## config.mk

```make
export PLATFORM = sky130hd
export DESIGN_NAME = pipeline_hazard_ctrl
export DESIGN_NICKNAME = d
export VERILOG_FILES = /design/src/rtl/pipeline_hazard_ctrl.sv
export SDC_FILE = /design/constraint.sdc
export NUM_CORES = 1
export LEC_CHECK = 0
export CAP_MARGIN = 20
export CORE_MARGIN = 2
export CORE_UTILIZATION = 47
export CTS_CLUSTER_DIAMETER = 200
export DETAILED_ROUTE_END_ITERATION = 8
export PLACE_DENSITY_LB_ADDON = 0.1
export SLEW_MARGIN = 40
export SYNTH_ARGS = -nofsm -noshare
export SYNTH_HDL_FRONTEND = slang
export SYNTH_SLANG_ARGS = --single-unit
```

## constraint.sdc

```tcl
create_clock -name clk -period 3.9 [get_ports clk]
set_input_delay 1.17 -clock clk [delete_from_list [all_inputs] [get_ports clk]]
set_output_delay 1.17 -clock clk [all_outputs]
set_load 0.005 [all_outputs]
```

## src/rtl/pipeline_hazard_ctrl.sv

```systemverilog
// Pipeline sequencing controller: load-use stalls, taken-branch squash, mul/div hold,
// plus saturating stall/flush performance counters.
module pipeline_hazard_ctrl #(
  parameter int unsigned MD_TIMEOUT = 64,
  parameter int unsigned CNT_W      = 16
) (
  input  logic             clk,
  input  logic             rst_n,
  input  logic             memRead_IDtoEX,
  input  logic [4:0]       writeReg_IDtoEX,
  input  logic [4:0]       readReg1_ID,
  input  logic [4:0]       readReg2_ID,
  input  logic             useRs1_ID,
  input  logic             useRs2_ID,
  input  logic             branchTaken_EX,
  input  logic             mdStart_EX,
  input  logic             mdDone,
  output logic             stallPC,
  output logic             stallIFtoID,
  output logic             stallIDtoEX,
  output logic             flushIFtoID,
  output logic             flushIDtoEX,
  output logic             flushEXtoMEM,
  output logic             mdGo,
  output logic             mdErr,
  output logic             state,
  output logic [CNT_W-1:0] stallCount,
  output logic [CNT_W-1:0] flushCount
);

  localparam int unsigned TimerW = (MD_TIMEOUT > 2) ? $clog2(MD_TIMEOUT) : 1;
  localparam logic [TimerW-1:0] TimerMax = TimerW'(MD_TIMEOUT - 1);
  localparam logic [CNT_W-1:0]  CntMax   = '1;

  typedef enum logic [0:0] {StRun = 1'b0, StMdWait = 1'b1} state_e;

  state_e            state_q, state_d;
  logic [TimerW-1:0] timer_q, timer_d;
  logic              md_err_q, md_err_d;
  logic [CNT_W-1:0]  stall_cnt_q, stall_cnt_d;
  logic [CNT_W-1:0]  flush_cnt_q, flush_cnt_d;
  logic              load_use, md_hold, branch_flush;

  assign load_use = memRead_IDtoEX && (writeReg_IDtoEX != 5'd0) &&
                    ((useRs1_ID && (readReg1_ID == writeReg_IDtoEX)) ||
                     (useRs2_ID && (readReg2_ID == writeReg_IDtoEX)));

  assign md_hold = ((state_q == StRun) && mdStart_EX) ||
                   ((state_q == StMdWait) && !mdDone && (timer_q != TimerMax));

  assign branch_flush = rst_n && !md_hold && branchTaken_EX;

  // Controls are gated by rst_n so they read 0 for the whole time reset is held.
  always_comb begin
    stallPC      = 1'b0;
    stallIFtoID  = 1'b0;
    stallIDtoEX  = 1'b0;
    flushIFtoID  = 1'b0;
    flushIDtoEX  = 1'b0;
    flushEXtoMEM = 1'b0;
    mdGo         = 1'b0;
    if (rst_n) begin
      mdGo = (state_q == StRun) && mdStart_EX;
      if (md_hold) begin
        stallPC      = 1'b1;
        stallIFtoID  = 1'b1;
        stallIDtoEX  = 1'b1;
        flushEXtoMEM = 1'b1;
      end else if (branchTaken_EX) begin
        flushIFtoID = 1'b1;
        flushIDtoEX = 1'b1;
      end else if (load_use) begin
        stallPC     = 1'b1;
        stallIFtoID = 1'b1;
        flushIDtoEX = 1'b1;
      end
    end
  end

  // The timer counts cycles since mdGo, so the issue cycle is 0 and MD_WAIT
  // spans at most MD_TIMEOUT-1 cycles.
  always_comb begin
    state_d  = state_q;
    timer_d  = timer_q;
    md_err_d = md_err_q;
    unique case (state_q)
      StRun: begin
        timer_d = '0;
        if (mdStart_EX) begin
          state_d = StMdWait;
          timer_d = TimerW'(1);
        end
      end
      StMdWait: begin
        if (mdDone) begin
          state_d = StRun;
          timer_d = '0;
        end else if (timer_q == TimerMax) begin
          state_d  = StRun;
          timer_d  = '0;
          md_err_d = 1'b1;
        end else begin
          timer_d = timer_q + TimerW'(1);
        end
      end
      default: begin
        state_d = StRun;
        timer_d = '0;
      end
    endcase
  end

  always_comb begin
    stall_cnt_d = stall_cnt_q;
    flush_cnt_d = flush_cnt_q;
    if (stallPC && (stall_cnt_q != CntMax)) stall_cnt_d = stall_cnt_q + CNT_W'(1);
    if (branch_flush && (flush_cnt_q != CntMax)) flush_cnt_d = flush_cnt_q + CNT_W'(1);
  end

  always_ff @(posedge clk or negedge rst_n) begin
    if (!rst_n) begin
      state_q     <= StRun;
      timer_q     <= '0;
      md_err_q    <= 1'b0;
      stall_cnt_q <= '0;
      flush_cnt_q <= '0;
    end else begin
      state_q     <= state_d;
      timer_q     <= timer_d;
      md_err_q    <= md_err_d;
      stall_cnt_q <= stall_cnt_d;
      flush_cnt_q <= flush_cnt_d;
    end
  end

  assign state      = state_q;
  assign mdErr      = md_err_q;
  assign stallCount = stall_cnt_q;
  assign flushCount = flush_cnt_q;

endmodule

```

==> Yosys cells after proc, flatten, opt, wreduce, memory -nomap -nowiden <==
Index checks and enable logic that the tools add are counted.
{ "word_totals": {"regBits": 40, "elab_cells": 54} }
{ "op_classes": {"addsub": 3, "n_eq_ne": 6, "n_mux": 21, "bitwise_logic": 2, "n_reduce_logical": 17} }
{ "ops": {"columns": ["operator", "count"], "rows": [
  ["$add A16 B1 Y16 const B", 2],
  ["$ne A16 B16 Y1 const B", 2],
  ["$mux W1", 17],
  ["$mux W6", 2],
  ["$pmux W6 S2", 1],
  ["$logic_and A1 B1 Y1", 11],
  ["$eq A5 B5 Y1", 2],
  ["$add A6 B1 Y6 const B", 1],
  ["$eq A6 B6 Y1 const B", 1],
  ["$ne A6 B6 Y1 const B", 1],
  ["$reduce_bool A5 Y1", 1],
  ["$reduce_and A3 Y1", 1],
  ["$logic_not A1 Y1", 2],
  ["$logic_or A1 B1 Y1", 2],
  ["$not A1 Y1", 2],
  ["$pmux W1 S2", 1]
]} }

==> Longest topological paths before layout <==
{ "depth": {"ltp_word": 9, "depth_mapped": 9} }

==> Least setup slack after synthesis <==
Ideal clock, no wire load.
{ "synth_timing": {"kind": "input to output", "start": "input port writeReg_IDtoEX[1]", "end": "output port stallPC", "arrival_time_ps": 2350, "t_required_ps": 2730, "setup_slack_ps": 380, "cell_stages": 5, "cell_sequence": "or4_1 > o21ai_1 > nor3_1 > or2_2 > buf_4"} }
{ "synth_via": {"elab_chain_len": 8, "elab_cells_between_ends": 12, "cone_classes": "2 x eq/ne; 4 x mux; 6 x reduce/logical"} }
{ "synth_lines": {"columns": ["element", "line_no", "rtl"], "rows": [
  ["start, declared", "10", "input logic [4:0] writeReg_IDtoEX,"],
  ["$eq A5 B5 Y1 (on tied branches)", "45, 46", null],
  ["$logic_and A1 B1 Y1 (on tied branches)", "45, 46", null],
  ["$logic_or A1 B1 Y1", "45", "((useRs1_ID && (readReg1_ID == writeReg_IDtoEX)) ||"],
  ["$logic_and A1 B1 Y1 *", "44", "assign load_use = memRead_IDtoEX && (writeReg_IDtoEX != 5'd0) &&"],
  ["$mux W1 * (4 in series)", null, null],
  ["end, declared", "18", "output logic stallPC,"]
]} }
Mark *: on every way between the ends. The rest lies on a longest branch, timed or not.

==> Worst setup path after layout <==
{ "layout_timing": {"start": "input port writeReg_IDtoEX[3]", "end": "output port flushIDtoEX"} }
{ "layout_via": {"elab_chain_len": 8, "elab_cells_between_ends": 12, "cone_classes": "2 x eq/ne; 4 x mux; 6 x reduce/logical"} }
{ "layout_lines": {"columns": ["element", "line_no", "rtl"], "rows": [
  ["$eq A5 B5 Y1 (on tied branches)", "45, 46", null],
  ["$logic_and A1 B1 Y1 (on tied branches)", "45, 46", null],
  ["$logic_or A1 B1 Y1", "45", null],
  ["$logic_and A1 B1 Y1 *", "44", null],
  ["$mux W1 *", "72", "end else if (load_use) begin"],
  ["$mux W1 *", "69", "end else if (branchTaken_EX) begin"],
  ["$mux W1 *", "64", "if (md_hold) begin"],
  ["$mux W1 *", "62", "if (rst_n) begin"],
  ["end, declared", "22", "output logic flushIDtoEX,"]
]} }
Marked as above.

==> flow_summary.ini <==
[outcome]
status = complete, no violations

[setup_path]
critPathBufInv = 2
path_max_fanout = 3
crit_type = in -> out
r2r_slack_ns = 1.46
path_depth = 6
crit_arrival_ns = 2.70
worstSetupEndpoint = flushIDtoEX
crit_start = writeReg_IDtoEX[3]
crit_path_cell_trace = clkdlybuf4s15_1 > or4_4 > o21ai_4 > nor2_1 > o2111a_1 > dlygate4sd2_1
critPathRequiredTime_ns = 2.73
cpLargestDelayFamily = simple AND/OR/NAND/NOR gates
cp-end-kind = output pin
timing.rr.end = flushCount[15]
reg2reg_from = timer_q[0]
r2r_cells = 9
cp_slowest_cell = or4_4
critPathMaxStageDelay_ns = 0.53
cp-start-kind = input port

[timing]
max_freq_ghz = 0.259
finalSetupViolCount = 0
hold_viol_final = 0
post-route-min-period_ns = 3.87
relSlewSlack_pct = 64.2
finClkSkew_ns = 0.00468
drv_slew = 0
worst_pin_slew_ns = 0.537
worst_slack_ns = 0.0343
post-route-period-util_pct = 99.1

[grt]
track_usage_pct = 18.4
grt_first_pass_wirelength_um = 7420
grtUsageMet3_pct = 4.99
met2_usage_pct = 31.4
grt_max_degree = 30
grt_overflow_total = 0
grt_use_met1_pct = 24.0
busiest_layer = met2
grt_pass1_vias = 1643
antenna_found_initial = 0

[min_path]
hold_depth = 1
min_path_type = reg -> reg

[routing]
vias = 1691
drc = 0
drt-wirelength-per-cell_um = 14.0
dr.pass1.iters = 4
drt_wl_total_um = 4570
antenna_left = 0
viasPerCell = 5.17
drtIter0Drc = 88

[die]
rows = 24
dieArea_um2 = 4990
coreArea_um2 = 4320
ios = 64
die_x_um = 70.7
die_h_um = 70.7
initial_core_util_pct = 48.3

[synthesis]
syn-cell-area_um2 = 2090
async_flop_share_pct = 100
seq_area_frac_synth_pct = 47.9
synth-edff-count = 0
synth.avg_cell_area_um2 = 10.8
synth_top_flop_cell = dfrtp_1
yosys-top-cells-area = dfrtp_1 (48%), xnor2_1 (9.6%), xor2_1 (8.4%)
ys_types = 38
syn_nets = 220
synth_top_cell_by_area = dfrtp_1
ys_warn_count = 0
netlist_instances = 194
ys_ff_latch = 40
yosysTopAreaCellShare_pct = 47.9

[layout]
stdcell_area_um2 = 2980
utilization_pct = 68.9
fillers = 357
drive_above_1_share_pct = 15.6
fin_cells = 327
nets = 300
synthToLayoutAreaGrowth_pct = 42.6
diodes = 0
multiInputGateArea_um2 = 1050
final-seq-area_um2 = 1000

[cts]
clk_latency_ns = 0.29
cts_tree = built
numCtsBuffers = 5
htreeDepth = 2
clock_path_buffers = 2
cts.sinks = 40
cts_root_buffer = clkbuf_8
cts.reportedPaths.clkPinSlew_ns = 0.08

[place]
pre_cts_slack_ns = -0.458
globalplace.congestion = 0.766
hpwl_um = 3290
numPlacedInstances = 318
portBuffers = 63
placed_cell_area_um2 = 2840

[power_and_ir_drop]
power.internal_mw = 0.872
p_sw_mw = 0.355
combPwrFrac_pct = 25.8
sequentialPowerShare_pct = 45.8
swShare_pct = 28.9
p_leak_nw = 1.36
clockPowerShare_pct = 28.3
p_per_area_nw_per_um2 = 412
ir_drop_v = 0.000340

[run]
drv_cap = 0
synth_stat cells (all sizes together) (2+ instances only):
cell type,number
nor4,5
o21ai,3
dfrtp,40
nand3,14
ha,3
a31oi,2
mux2,2
nor3,6
nand2b,3
and4,4
xor2,20
inv,8
and3,7
nor2,12
nor2b,3
and2,7
nand2,7
nand4,9
buf,5
xnor2,23
power groups by stage:
stage          sequential (mW)  clock, mW  combinational, mW
2_1_floorplan            0.560          0              0.126
3_3_place_gp             0.570          0              0.318
3_5_place_dp             0.569          0              0.320
4_1_cts                  0.563      0.358              0.320
5_1_grt                  0.574      0.375              0.347
6_report                 0.562      0.348              0.317
per-layer routing:
metal  up-vias  wire (um)
met4         0         35
met2        34       2270
met3         5        189
li1        831          -
met5         -          0
met1       821       2070
layout by cell type, fill, tap and decap left out, types with 7 or more instances in the layout:
master / count
buf_4: 14
xnor2_1: 23
inv_1: 8
nand2_1: 7
xor2_1: 20
nand3_1: 14
dfrtp_1: 40
nor2_1: 12
dlygate4sd2_1: 11
clkdlybuf4s50_1: 45
nand4_1: 8
state kept, by name (all words and copies together) (netlist names):
register / count
flushCount: 16
mdErr: 1
stallCount: 16
state: 1
timer_q: 6
repair_timing:
| action | in CTS | in global routing |
|---|---|---|
| buffers inserted | 1 | 0 |
| pin swaps | 7 | 6 |
| resized for setup | 29 | 8 |
| hold buffers | 0 | 0 |
| endpoints found under the setup margin | 6 | 3 |
logic make-up (layout without fill, tap and decap cells):
group / after synthesis / after routing / share of synthesized area, %
compound gates: 12 / 12 / 4.85
fa+ha+maj: 3 / 3 / 1.80
simple gates: 81 / 81 / 22.5
flops: 40 / 40 / 47.9
mux: 2 / 2 / 1.08
xor+xnor: 43 / 43 / 18.0
buf+inv: 13 / 94 / 3.77
per-stage QoR:
step                TNS (ns)  hold WS [ns]  power, mW
global route        -0.00797         0.510       1.30
detailed placement     -1.37         0.465      0.889
global placement       -1.34         0.458      0.888
floorplan                  0         0.466      0.685
CTS                        0         0.489       1.24
finish                     0         0.482       1.23
layout make-up:
class	instances	share of cell area [%]
inverters	8	1.01
clock buffers	5	2.31
flip-flops and latches	40	33.6
repair buffers	78	24.1
clock inverters	3	1.55
well taps	52	2.18
multi-input cells	141	35.3
worst min path at each step:
| stage | start | endpoint |
|---|---|---|
| after detailed placement | mdErr | mdErr |
| after CTS | mdErr | mdErr |
| after global placement | mdErr | mdErr |
| after global routing | flushCount[10] | flushCount[10] |
| final | mdErr | mdErr |
| after floorplan | timer_q[0] | timer_q[0] |
Power figures use the tool's default switching activity.
